### config.mk
export PLATFORM = sky130hd
export DESIGN_NAME = keypad_time_encoder
export DESIGN_NICKNAME = d
export VERILOG_FILES = /design/src/rtl/keypad_time_encoder.sv
export SDC_FILE = /design/constraint.sdc
export NUM_CORES = 1
export LEC_CHECK = 0
export ABC_AREA = 1
export CAP_MARGIN = 10
export CORE_MARGIN = 8
export CORE_UTILIZATION = 56
export DETAILED_ROUTE_END_ITERATION = 7
export GPL_TIMING_DRIVEN = 0
export PLACE_DENSITY = 0.85
export SETUP_SLACK_MARGIN = 0.4
export SYNTH_ARGS = -nofsm -noshare
export SYNTH_HDL_FRONTEND = slang
export SYNTH_SLANG_ARGS = --single-unit
### constraint.sdc
create_clock -name clk -period 2.2 [get_ports clk]
set_input_delay 0.33 -clock clk [delete_from_list [all_inputs] [get_ports clk]]
set_output_delay 0.33 -clock clk [all_outputs]
set_load 0.03 [all_outputs]
### src/rtl/keypad_time_encoder.sv
// Keypad front end: 2-flop sync, press/release debounce FSM, one-hot to BCD
// encode, and a right-to-left shifting M:SS entry register.
module keypad_time_encoder #(
    parameter int DEBOUNCE_CYCLES = 4,
    parameter int CNT_W           = 8
) (
    input  logic       clk,
    input  logic       rst_n,
    input  logic [9:0] keypad,
    input  logic       enable_entry,
    input  logic       clear_entry,
    output logic [3:0] minutes,
    output logic [3:0] second_tens,
    output logic [3:0] second_units,
    output logic       key_valid,
    output logic       key_error,
    output logic       entry_nonzero
);

    typedef enum logic [1:0] {IDLE, DEBOUNCE, HELD, RELEASE} state_t;

    localparam logic [CNT_W-1:0] CNT_LAST = CNT_W'(DEBOUNCE_CYCLES - 1);
    localparam logic [CNT_W-1:0] CNT_ONE  = CNT_W'(1);

    state_t           state_q, state_d;
    logic [9:0]       sync1_q, sampled_q;
    logic [9:0]       cand_q, cand_d;
    logic [CNT_W-1:0] cnt_q, cnt_d;
    logic [3:0]       minutes_q, minutes_d;
    logic [3:0]       tens_q, tens_d;
    logic [3:0]       units_q, units_d;
    logic             key_valid_q, key_valid_d;
    logic             key_error_q, key_error_d;
    logic [3:0]       digit;
    logic             cand_onehot;
    logic             accept;

    always_comb begin
        digit = 4'd0;
        for (int k = 0; k < 10; k++) begin
            if (cand_q[k]) digit = 4'(k);
        end
    end

    assign cand_onehot = (cand_q != 10'd0) && ((cand_q & (cand_q - 10'd1)) == 10'd0);

    always_comb begin
        state_d     = state_q;
        cand_d      = cand_q;
        cnt_d       = cnt_q;
        minutes_d   = minutes_q;
        tens_d      = tens_q;
        units_d     = units_q;
        key_valid_d = 1'b0;
        key_error_d = 1'b0;
        accept      = 1'b0;

        case (state_q)
            IDLE: begin
                if (sampled_q != 10'd0) begin
                    cand_d  = sampled_q;
                    cnt_d   = CNT_ONE;
                    state_d = DEBOUNCE;
                end
            end
            DEBOUNCE: begin
                if (sampled_q != cand_q) begin
                    cnt_d   = '0;
                    state_d = IDLE;
                end else if (cnt_q == CNT_LAST) begin
                    cnt_d   = '0;
                    state_d = HELD;
                    // A units digit above 5 would become an illegal tens digit.
                    if (!cand_onehot)       key_error_d = 1'b1;
                    else if (!enable_entry) accept      = 1'b0;
                    else if (units_q > 4'd5) key_error_d = 1'b1;
                    else                    accept      = 1'b1;
                end else begin
                    cnt_d = cnt_q + CNT_ONE;
                end
            end
            HELD: begin
                if (sampled_q == 10'd0) begin
                    cnt_d   = CNT_ONE;
                    state_d = RELEASE;
                end
            end
            RELEASE: begin
                if (sampled_q != 10'd0) begin
                    state_d = HELD;
                end else if (cnt_q == CNT_LAST) begin
                    cnt_d   = '0;
                    state_d = IDLE;
                end else begin
                    cnt_d = cnt_q + CNT_ONE;
                end
            end
            default: begin
                cnt_d   = '0;
                state_d = IDLE;
            end
        endcase

        if (clear_entry) begin
            minutes_d = 4'd0;
            tens_d    = 4'd0;
            units_d   = 4'd0;
        end else if (accept) begin
            minutes_d   = tens_q;
            tens_d      = units_q;
            units_d     = digit;
            key_valid_d = 1'b1;
        end
    end

    always_ff @(posedge clk or negedge rst_n) begin
        if (!rst_n) begin
            state_q     <= IDLE;
            sync1_q     <= '0;
            sampled_q   <= '0;
            cand_q      <= '0;
            cnt_q       <= '0;
            minutes_q   <= '0;
            tens_q      <= '0;
            units_q     <= '0;
            key_valid_q <= 1'b0;
            key_error_q <= 1'b0;
        end else begin
            state_q     <= state_d;
            sync1_q     <= keypad;
            sampled_q   <= sync1_q;
            cand_q      <= cand_d;
            cnt_q       <= cnt_d;
            minutes_q   <= minutes_d;
            tens_q      <= tens_d;
            units_q     <= units_d;
            key_valid_q <= key_valid_d;
            key_error_q <= key_error_d;
        end
    end

    assign minutes       = minutes_q;
    assign second_tens   = tens_q;
    assign second_units  = units_q;
    assign key_valid     = key_valid_q;
    assign key_error     = key_error_q;
    assign entry_nonzero = |{minutes_q, tens_q, units_q};

endmodule
# Word-level counts from Yosys, hierarchy flattened
# Cells that the tools add are included.
# classes
addsub	2
n_mul	0
n_div	0
n_lt_le_gt_ge	1
n_eq_ne	10
shifts	0
n_mux	42
bitwise_logic	1
reduce_logical	11
# ops
op	n
two-way mux 4 bit	13
two-way mux 8 bit	5
one-hot mux 8 bit (4 select lines)	1
zero test 10 bit	2
nonzero test 10 bit	2
two-way mux 1 bit	15
two-way mux 2 bit	7
OR reduction 12 bit	1
bitwise AND 10 bit	1
!= test 10 bit	1
subtractor 10 x 1 -> 10 bit (second input constant)	1
adder 8 x 1 -> 8 bit (second input constant)	1
== test 8 x 2 -> 1 bit (second input constant)	1
one-hot mux 2 bit (4 select lines)	1
!= test 2 bit (second input constant)	3
!= test 3 bit (second input constant)	2
== test 2 bit (second input constant)	2
greater-than comparator 4 x 3 -> 1 bit (second input constant)	1
AND reduction 4 bit	1
AND reduction 3 bit	1
== test 2 x 1 -> 1 bit (second input constant)	1
zero test 2 bit	1
AND reduction 2 bit	1
nonzero test 2 bit	1
logical AND 1 bit	1
# word_totals
ff_bits	54
latchBits	0
mem_bits_rw	0
romBits	0
in_bits	14
out_inout_bits	15
word_cells	77
mem_count	0

# Logic depth before layout (Yosys ltp)
# logic_depth
depth_word	11
mapped_depth	13
mapped_depth_nobuf	12

# Worst setup path before layout
# Ideal clock, no wire load.
# synth_path
kind	reg-to-reg
startpoint	register cnt_q[0]
endpoint	register units_q[1], in the netlist second_units[1]
setup_time_ns	0.119
t_arrival_ns	1.443
t_required_ns	2.081
setup_slack_ns	0.638
stages_incl_launch_ff	10
path_buffers	1
period_less_slack_ns	1.562
cell_sequence	dfrtp_1 ha_1 inv_1 nor3_1 nand3_1 nor2_1 nand2_1 buf_6 nand3_1 nand2_1
# synth_between
elab_chain_cells	5
# synth_rtl
item	line_no	text
from (decl)	28	logic [CNT_W-1:0] cnt_q, cnt_d;
from (signal assigned)	133	cnt_q <= cnt_d;
== test 8 x 2 -> 1 bit	70	end else if (cnt_q == CNT_LAST) begin
two-way mux 1 bit	70	
two-way mux 1 bit	67	if (sampled_q != cand_q) begin
two-way mux 1 bit	58	case (state_q)
nonzero test 2 bit (no source line)	-	
to (signal assigned)	136	units_q <= units_d;
to (decl)	31	logic [3:0] units_q, units_d;
# Every way passes these cells.
# A chain may end at the register's enable or synchronous reset.

# Worst setup path after layout
# layout_path
startpoint	register units_q[0], in the netlist second_units[0]
endpoint	output second_units[0]
# layout_lines
item	line_no	text
to (decl)	14	output logic [3:0] second_units,
# No word-level cell between the ends.

==> reports/results.ini <==
[run_status]
status = finished, final reports clean

[floorplanning]
die_h_um = 84.9
die_x_um = 84.9
ios = 29
dieArea_mm2 = 0.00721
start_util_pct = 57.1
rows = 25
core_area_mm2 = 0.00466

[drt]
vias = 2379
via_per_inst = 5.43
wl_met3_um = 410
drtAntennaViolNets = 0
drt_wl_total_mm = 5.71
wl_per_cell_um = 13.0
drt-met1-wl_mm = 2.42
drt-pass1-iter-count = 4
highest_layer = met4
wl_met2_mm = 2.79
route.detailed.drc = 0
drt_iter0_drc = 169

[synth]
seq_area_frac_synth_pct = 50.8
synth_warnings = 0
synth_area_leader_cell = dfrtp_1
synthDominantCellAreaShare_pct = 50.8
synth_seq_cells = 54
postSynthCellCount = 343
avgSynthCellArea_um2 = 7.76
synth_nets = 358
ys_types = 26
synthTopCellsByArea = dfrtp_1 (51%), nand2_1 (15%), nand3_1 (6.2%)
netlist_area_mm2 = 0.00266

[final_layout]
multi_input_area_mm2 = 0.00119
final_layout_size_suffix_gt1_share_pct = 17.7
num_antenna_cells = 0
final_nets = 398
seqCellArea_mm2 = 0.00136
fillCellCount = 364
final_core_util_pct = 69.6
syn2layout_area_growth_pct = 21.9

[timing]
fin_crit_ns = 1.76
tightest_slew_ns = 0.587
hold-worst-slack_ns = 0.00897
fin_crit_sh_pct = 80.1
setup_ws_ns = 0.437
slew_headroom_pct = 60.9
final-hold-violation-count = 0
tns_ns = 0
fmax_mhz = 567
skew_ns = 0.00926
rsz0062_at_grt = yes
setup_viol = 0
finalMaxSlewViolations = 0

[clock_network]
cts_root_buf = clkbuf_8
numCtsBuffers = 5
cts.htree.levels = 2
clkTransAtPathRegs_ns = 0.10
cts_buffer_depth = 2
clk_latency_ns = 0.31
cts_tree = built
clock_sinks = 54
cts_hold_buf = 0

[grt]
grt_usage_pct = 16.2
gr-total-overflow = 0
antenna_found_initial = 0
grt_pass1_wl_mm = 9.62
grt_pass1_vias = 2268
grt_max_degree = 29

[place]
io_buffers = 28
place_congestion = 0.924
place_hpwl_mm = 4.19
dp_slack_ns = 0.410

[pwr]
switching_share_pct = 41.0
p_per_area_mw_per_mm2 = 923
power.share.clock_pct = 18.7
p_int_mw = 1.77
p_leak_nw = 1.71
peakVddDrop_mv = 0.605
p_comb_share_pct = 35.8
p_seq_share_pct = 45.5
switchingPower_mw = 1.23

[critical_path]
cpMaxStageDelayCell = clkdlybuf4s50_1
cpLargestDelayFamily = buffers and inverters
worstSetupPathType = register to output port
r2r_setup_slack_ns = 0.48
cp_slowest_stage_delay_ns = 0.70
reg2regPathDepth = 8
crit_path_end_kind = output port
crit_chain = clkdlybuf4s50_1
start_kind = register
cp_data_required_time_ns = 1.87
cp.arrival_ns = 1.43
reg2reg_to = minutes[0]$_DFFE_PN0P_
r2r_start = cand_q[6]$_DFFE_PN0P_
path_max_fanout = 4
crit_buf_inv = 1

[worst_hold_path]
hold_path_class = input pin to async pin

[flow_run]
max_cap_viol_count = 0

## Yosys cell counts, drive strengths merged
library cell / n
a21oi: 9
nand4: 7
inv: 41
o22ai: 1
nand3: 34
nor4: 3
ha: 1
nor2: 41
o21bai: 5
clkinv: 1
xor2: 3
nor3: 4
clkbuf: 2
o21ai: 18
buf: 4
dfrtp: 54
nand3b: 2
nand2: 113
## what timing repair did
item / CTS / global route
buffers inserted: 0 / 4
pin swaps: 0 / 9
setup endpoints to repair: 9 / 36
gates resized for setup: 6 / 42
gates cloned: 0 / 0
## logic make-up (layout without fill, tap and decap cells)
| logic type | count (synthesis) | count (layout) | share of synthesized area [%] |
|---|---|---|---|
| adders and majority gates | 1 | 1 | 0.470 |
| DFF | 54 | 54 | 50.8 |
| buffers and inverters | 48 | 89 | 7.48 |
| xor gates and xnor gates | 3 | 3 | 0.987 |
| and+or+nand+nor | 204 | 204 | 33.6 |
| AOI/OAI and AO/OA | 33 | 33 | 6.72 |
## layout by cell type (no fill, tap or decap), types with 3 or more instances in the layout
cell type / count
nand3_1: 32
nor2_4: 4
o21ai_0: 18
nor2_1: 26
dlymetal6s2s_1: 4
xor2_1: 3
dfrtp_1: 48
clkbuf_8: 5
nand2_2: 11
inv_1: 32
buf_4: 5
inv_2: 9
nand2_1: 101
o21bai_1: 5
a21oi_1: 9
nand4_1: 7
dfrtp_2: 6
clkdlybuf4s50_1: 21
nor2_2: 11
## registers in the layout (all words and copies together), names as in the netlist
register      flops
cand_q           10
cnt_q             8
key_error         1
key_valid         1
minutes           4
sampled_q        10
second_tens       4
second_units      4
state_q           2
sync1_q          10
## worst max-delay path by stage
stage	from	end	slack (ns)	depth (start not counted)
CTS	second_units[1]$_DFFE_PN0P_	entry_nonzero	0.40	3
global route	cand_q[5]$_DFFE_PN0P_	minutes[2]$_DFFE_PN0P_	0.30	11
detailed placement	sampled_q[2]$_DFF_PN0_	cnt_q[3]$_DFFE_PN0P_	0.41	9
finish	second_units[0]$_DFFE_PN0P_	second_units[0]	0.44	1
global placement	rst_n	state_q[1]$_DFFE_PN0P_	-0.73	1
floorplan	cnt_q[0]$_DFFE_PN0P_	second_units[1]$_DFFE_PN0P_	0.64	9
## worst reg2reg max path: cells and delay by family, from the launching register on
family,cells,cell delay (ns)
AND/OR/NAND/NOR,5,0.73
XOR/XNOR,1,0.19
flip-flops,1,0.45
buffers and inverters,2,0.30
## through the flow
stage,instances,power (mW),cell area [µm²]
6_report,438,3.00,3240
5_1_grt,438,3.22,3240
4_1_cts,434,2.83,3120
3_5_place_dp,426,2.26,3020
3_3_place_gp,425,2.22,3010
2_1_floorplan,343,1.99,2660
## routing by layer
| metal | track usage (%) | up-vias |
|---|---|---|
| li1 | - | 1169 |
| met1 | 18.8 | 1115 |
| met2 | 27.7 | 84 |
| met3 | 4.92 | 11 |
| met4 | 5.83 | 0 |
| met5 | 0 | - |
## power by group through the flow
stage | combinational [mW] | clock (mW) | sequential, mW
final | 1.07 | 0.561 | 1.36
after global routing | 1.23 | 0.617 | 1.38
after CTS | 0.927 | 0.582 | 1.32
after detailed placement | 0.921 | 0 | 1.34
after global placement | 0.884 | 0 | 1.33
after floorplan | 0.705 | 0 | 1.29
## area by class of cell
cell class | instances | share of cell area, %
inverters | 42 | 4.90
well taps | 54 | 2.08
clock inverters | 3 | 0.694
repair buffers | 33 | 10.1
clock buffers | 5 | 2.12
plain buffers | 6 | 1.35
flip-flops and latches | 54 | 41.9
multi-input cells | 241 | 36.8
Power figures use the tool's default switching activity.
